===== src/rtl/hipass_gate_ctrl.sv =====
// rtl/hipass_gate_ctrl.sv - toll gate controller fed by vehicle count changes
// Buffers tagged vehicle events in a small FIFO and serves them one at a time.
module hipass_gate_ctrl #(
  parameter int FIFO_DEPTH   = 4,
  parameter int OPEN_CYCLES  = 4,
  parameter int ALARM_CYCLES = 3,
  parameter int TOLL_UNIT    = 10
) (
  input  logic        clk,
  input  logic        rst,
  input  logic [3:0]  count,
  input  logic [3:0]  hipass_in,
  output logic        gate_open,
  output logic        alarm,
  output logic        busy,
  output logic        fifo_full,
  output logic [7:0]  pass_cnt,
  output logic [7:0]  viol_cnt,
  output logic [7:0]  drop_cnt,
  output logic [15:0] toll_total
);
  localparam int AW = (FIFO_DEPTH > 1) ? $clog2(FIFO_DEPTH) : 1;
  localparam int TW = 16;

  typedef enum logic [1:0] {S_IDLE, S_CHARGE, S_OPEN, S_ALARM} state_t;

  state_t        state;
  logic [3:0]    count_q;
  logic [3:0]    tag_q;
  logic [3:0]    head_tag;
  logic [TW-1:0] timer;
  logic [3:0]    fifo_mem [FIFO_DEPTH];
  logic [AW-1:0] wr_ptr;
  logic [AW-1:0] rd_ptr;
  logic [AW:0]   occ;
  logic          vehicle_event;
  logic          fifo_empty;
  logic          pop;
  logic          push_ok;
  logic          drop;
  logic [15:0]   charge;
  logic [16:0]   toll_sum;

  assign vehicle_event = (count != count_q);
  assign fifo_empty    = (occ == '0);
  assign fifo_full     = (occ == (AW+1)'(FIFO_DEPTH));
  assign pop           = (state == S_IDLE) && !fifo_empty;
  // A pop on the same edge frees the slot, so a push into a full FIFO still lands.
  assign push_ok       = vehicle_event && (!fifo_full || pop);
  assign drop          = vehicle_event && fifo_full && !pop;
  assign head_tag      = fifo_mem[rd_ptr];
  assign busy          = (state != S_IDLE) || !fifo_empty;
  assign charge        = 16'(tag_q) * 16'(TOLL_UNIT);
  assign toll_sum      = {1'b0, toll_total} + {1'b0, charge};

  always_ff @(posedge clk) begin
    if (push_ok) fifo_mem[wr_ptr] <= hipass_in;
  end

  always_ff @(posedge clk) begin
    count_q <= count;
    if (rst) begin
      wr_ptr <= '0;
      rd_ptr <= '0;
      occ    <= '0;
    end else begin
      if (push_ok) wr_ptr <= wr_ptr + 1'b1;
      if (pop)     rd_ptr <= rd_ptr + 1'b1;
      if (push_ok && !pop)      occ <= occ + 1'b1;
      else if (pop && !push_ok) occ <= occ - 1'b1;
    end
  end

  always_ff @(posedge clk) begin
    if (rst) begin
      state      <= S_IDLE;
      tag_q      <= '0;
      timer      <= '0;
      gate_open  <= 1'b0;
      alarm      <= 1'b0;
      pass_cnt   <= '0;
      viol_cnt   <= '0;
      drop_cnt   <= '0;
      toll_total <= '0;
    end else begin
      if (drop && drop_cnt != 8'hFF) drop_cnt <= drop_cnt + 8'd1;
      case (state)
        S_IDLE: begin
          if (pop) begin
            tag_q <= head_tag;
            if (head_tag != 4'd0) begin
              state <= S_CHARGE;
            end else begin
              state <= S_ALARM;
              alarm <= 1'b1;
              timer <= TW'(ALARM_CYCLES - 1);
              if (viol_cnt != 8'hFF) viol_cnt <= viol_cnt + 8'd1;
            end
          end
        end
        S_CHARGE: begin
          toll_total <= toll_sum[16] ? 16'hFFFF : toll_sum[15:0];
          if (pass_cnt != 8'hFF) pass_cnt <= pass_cnt + 8'd1;
          timer     <= TW'(OPEN_CYCLES - 1);
          gate_open <= 1'b1;
          state     <= S_OPEN;
        end
        S_OPEN: begin
          if (timer == '0) begin
            gate_open <= 1'b0;
            state     <= S_IDLE;
          end else begin
            timer <= timer - 1'b1;
          end
        end
        S_ALARM: begin
          if (timer == '0) begin
            alarm <= 1'b0;
            state <= S_IDLE;
          end else begin
            timer <= timer - 1'b1;
          end
        end
        default: state <= S_IDLE;
      endcase
    end
  end
endmodule

===== config.mk =====
export PLATFORM = sky130hd
export DESIGN_NAME = hipass_gate_ctrl
export DESIGN_NICKNAME = d
export VERILOG_FILES = /design/src/rtl/hipass_gate_ctrl.sv
export SDC_FILE = /design/constraint.sdc
export NUM_CORES = 1
export LEC_CHECK = 0
export ABC_CLOCK_PERIOD_IN_PS = 3100
export CAP_MARGIN = 20
export CORE_UTILIZATION = 52
export CTS_BUF_LIST = sky130_fd_sc_hd__clkbuf_8
export CTS_CLUSTER_SIZE = 20
export DETAILED_ROUTE_END_ITERATION = 8
export GPL_TIMING_DRIVEN = 0
export PLACE_DENSITY = 0.78
export SYNTH_ARGS = -nofsm -noshare
export SYNTH_HDL_FRONTEND = slang
export SYNTH_SLANG_ARGS = --single-unit
export TNS_END_PERCENT = 5

===== constraint.sdc =====
create_clock -name clk -period 3.1 [get_ports clk]
set_clock_uncertainty 0.2 [all_clocks]
set_input_delay 0.93 -clock clk [delete_from_list [all_inputs] [get_ports clk]]
set_output_delay 0.93 -clock clk [all_outputs]
set_load 0.01 [all_outputs]

==> impl_metrics.sql <==
INSERT INTO impl_metrics (metric_group, metric, value, unit) VALUES
('logic_synthesis', 'main_synth_ff_type', 'dfxtp_1', ''),
('worst_setup_path', 'critical_path.n_buffers_inverters', '0', ''),
('pwr', 'power.density', '879', 'mW/mm^2'),
('grt', 'grt.met3_usage', '0.0631', ''),
('worst_setup_path', 'reg2regPathDepth', '10', ''),
('worst_hold_path', 'hold_path_end', 'toll_total[0]', ''),
('worst_setup_path', 'cp_data_required_time', '3.13', 'ns'),
('sta', 'layout_worst_path_cycle_share', '0.978', ''),
('logic_synthesis', 'synth.ff_latch_count', '93', ''),
('pwr', 'vdd_drop_max', '0.333', 'mV'),
('die', 'core-area', '0.00822', 'sq mm'),
('worst_setup_path', 'startpoint_type', 'flip-flop', ''),
('logic_synthesis', 'synth_xor_area_frac', '0.0971', ''),
('sta', 'setup-violations-final', '0', ''),
('detailed_routing', 'drt-total-wl', '9.17', 'mm'),
('worst_setup_path', 'worst_path_slowest_cell', 'fa_1', ''),
('die', 'floorplan.io_pins', '54', ''),
('logic_synthesis', 'synth-compound-area-share', '0.104', ''),
('worst_setup_path', 'max_stage_delay', '0.38', 'ns'),
('worst_setup_path', 'timing.critical_path.max_delay_family', 'adder cells', ''),
('layout', 'drive_above_1_share', '0.130', ''),
('worst_setup_path', 'regToRegStartpoint', 'tag_q[3]', ''),
('clocking', 'holdBufCountCts', '0', ''),
('worst_setup_path', 'critPathKind', 'reg2reg', ''),
('logic_synthesis', 'post_synth_and_or_nand_nor_area_fraction', '0.205', ''),
('logic_synthesis', 'synthDistinctLibCells', '52', ''),
('logic_synthesis', 'synth-adder-area-share', '0.0702', ''),
('detailed_routing', 'antenna_violating_nets_post_route', '0', ''),
('sta', 'min_period', '3.03', 'ns'),
('detailed_routing', 'routed_length_per_placed_instance', '14.8', 'microns'),
('sta', 'number_of_slew_limit_violations_in_the_final_report', '0', ''),
('logic_synthesis', 'synth_fp_nets', '478', ''),
('clocking', 'clock_insertion_delay_worst_skew', '0.36', 'ns'),
('grt', 'globalRoute.totalOverflow', '0', ''),
('sta', 'worst_hold_slack', '0.251', 'ns'),
('grt', 'use_met2', '0.356', ''),
('pwr', 'finalPower', '4.75', 'mW'),
('grt', 'global_route.peak_usage_layer', 'met2', ''),
('die', 'die_height', '94.2', 'microns'),
('sta', 'slew_headroom', '0.566', ''),
('sta', 'grt_setup_unrepaired', 'true', ''),
('place', 'placed_cells', '602', ''),
('outcome', 'outcome', 'completed', ''),
('detailed_routing', 'vias', '3429', ''),
('clocking', 'htree_num_levels', '3', ''),
('grt', 'use_met1', '0.268', ''),
('place', 'place.gp.congestion', '0.876', ''),
('layout', 'area_occupied_by_registers', '0.00202', 'sq mm'),
('place', 'port_buffers', '52', ''),
('clocking', 'cts-root-buf', 'clkbuf_8', ''),
('clocking', 'clock_tree.buffer_depth', '2', ''),
('detailed_routing', 'dr.first_iter.drc_count', '161', ''),
('place', 'detailed_place_hpwl', '6.53', 'mm'),
('logic_synthesis', 'synthesis.yosys.warnings', '0', ''),
('layout', 'n_fill_cell', '653', ''),
('die', 'overall_die_width', '94.2', 'microns'),
('die', 'rows', '33', ''),
('worst_setup_path', 'critical_path_capture_point_type', 'flip-flop', ''),
('die', 'die-area', '0.00887', 'sq mm'),
('logic_synthesis', 'fraction_of_registers_with_async_set_reset', '0', ''),
('logic_synthesis', 'synthesis.instances', '445', ''),
('worst_setup_path', 'critPathMaxFanout', '6', ''),
('run', 'number_of_max_cap_violations', '0', ''),
('grt', 'grt_pass1_vias', '3345', ''),
('worst_setup_path', 'timing.critical_path.arrival', '3.06', 'ns'),
('sta', 'worst_slew_pin_slew', '0.650', 'ns'),
('logic_synthesis', 'yosysSeqAreaShare', '0.457', ''),
('pwr', 'p_leak', '2.00', 'nW'),
('grt', 'grt_first_pass_wirelength', '14.9', 'mm'),
('grt', 'grt_start_max_net_pins', '17', ''),
('sta', 'clock.fmax', '330', 'MHz');
placed cells by master, fill, tap and decap left out, drive strengths merged, types with 7 or more instances in the layout:
cell type      instances
nor3                  20
nor2                  59
or3                   10
edfxtp                16
dfxtp                 77
a211oi                 8
a21oi                 26
buf                    9
clkbuf                19
ha                    20
xnor2                 21
clkdlybuf4s50         52
o21ai                 11
inv                   17
xor2                  28
and3                   7
nand3                  8
nand4                 13
nand2                 26
Yosys cell counts, types with 2 or more instances:
library cell / instances / area share
o21a_1: 2 / 0.0034
buf_4: 4 / 0.0068
nor2b_1: 3 / 0.0042
inv_1: 16 / 0.014
or2_2: 2 / 0.0028
mux2i_1: 5 / 0.011
nor2_2: 7 / 0.0099
a311oi_2: 2 / 0.0068
a21o_1: 5 / 0.0085
o21ai_0: 11 / 0.012
edfxtp_1: 16 / 0.11
xnor2_1: 21 / 0.042
a311oi_1: 2 / 0.0040
and3_1: 7 / 0.0099
nand4_1: 13 / 0.018
nor2_1: 52 / 0.044
a21oi_1: 25 / 0.028
nor3_1: 11 / 0.012
o211a_1: 2 / 0.0045
dfxtp_1: 77 / 0.35
nand2_1: 26 / 0.022
fa_1: 3 / 0.014
buf_6: 2 / 0.0051
a31oi_1: 4 / 0.0057
o211ai_1: 2 / 0.0034
xor2_1: 28 / 0.055
nor3b_1: 4 / 0.0068
nor4_1: 4 / 0.0057
clkbuf_1: 10 / 0.0085
and2_1: 5 / 0.0071
mux4_2: 3 / 0.015
a211oi_1: 8 / 0.014
nor3_2: 9 / 0.020
nand3_1: 8 / 0.0091
ha_1: 20 / 0.057
or3_1: 10 / 0.014
metal layers:
| metal | share of wire | up-vias |
|---|---|---|
| li1 | - | 1706 |
| met1 | 0.44 | 1624 |
| met2 | 0.49 | 83 |
| met3 | 0.050 | 16 |
| met4 | 0.018 | 0 |
| met5 | 0 | - |
sequential cells by signal, indices dropped and copies added (netlist names), 2 cells and up, named ones only:
| register | cells |
|---|---|
| fifo_mem | 16 |
| timer | 16 |
| toll_total | 16 |
| drop_cnt | 8 |
| pass_cnt | 8 |
| viol_cnt | 8 |
| count_q | 4 |
| tag_q | 4 |
| occ | 3 |
| rd_ptr | 2 |
| state | 2 |
| wr_ptr | 2 |
power breakdown:
part / leakage, nW / switching, mW / total (mW) / internal (mW)
registers: 0.778 / 0.231 / 1.72 / 1.49
logic: 1.11 / 1.17 / 2.14 / 0.975
clock network: 0.111 / 0.435 / 0.894 / 0.459
tightest hold or removal path: stages, from the launching register on:
cell     delay (ns)
dfxtp_1        0.32
inv_1          0.04
a21oi_1        0.05
layout make-up:
type | count | area share
flip-flops and latches | 93 | 0.374
multi-input cells | 320 | 0.432
clock inverters | 7 | 0.0183
clock buffers | 9 | 0.0229
well taps | 105 | 0.0243
inverters | 16 | 0.0111
plain buffers | 16 | 0.0166
repair buffers | 55 | 0.100
what timing repair did:
item                       4_1_cts  5_1_grt
setup buffers                    1        2
gates resized for setup          4       17
cloned                           0        0
pin swaps                        0        5
setup endpoints to repair        9       18
metrics by stage:
step / area [sq um] / setup slack, ns / utilization
global route: 5410 / -0.0351 / 0.659
detailed placement: 5070 / -0.715 / 0.617
global placement: 5070 / -0.618 / 0.617
floorplan: 4420 / 0.113 / -
CTS: 5320 / 0.0248 / 0.648
finish: 5410 / 0.0668 / 0.659
worst max path at each step:
stage / start / endpoint / slack (ns) / depth (start not counted)
after CTS: tag_q[1] / toll_total[15] / 0.02 / 10
after detailed placement: count[0] / occ[2] / -0.71 / 10
final: tag_q[3] / toll_total[8] / 0.07 / 10
after global routing: count[0] / occ[2] / -0.04 / 10
after floorplan: count[1] / occ[2] / 0.11 / 9
after global placement: count[3] / occ[2] / -0.62 / 10
logic make-up after synthesis:
kind of cell,Yosys count
adders and majority gates,23
and+or+nand+nor,169
DFF,93
muxes,9
AOI/OAI and AO/OA,70
buffers and inverters,32
xor gates and xnor gates,49
Note: power is estimated with default switching activity, not from simulation.
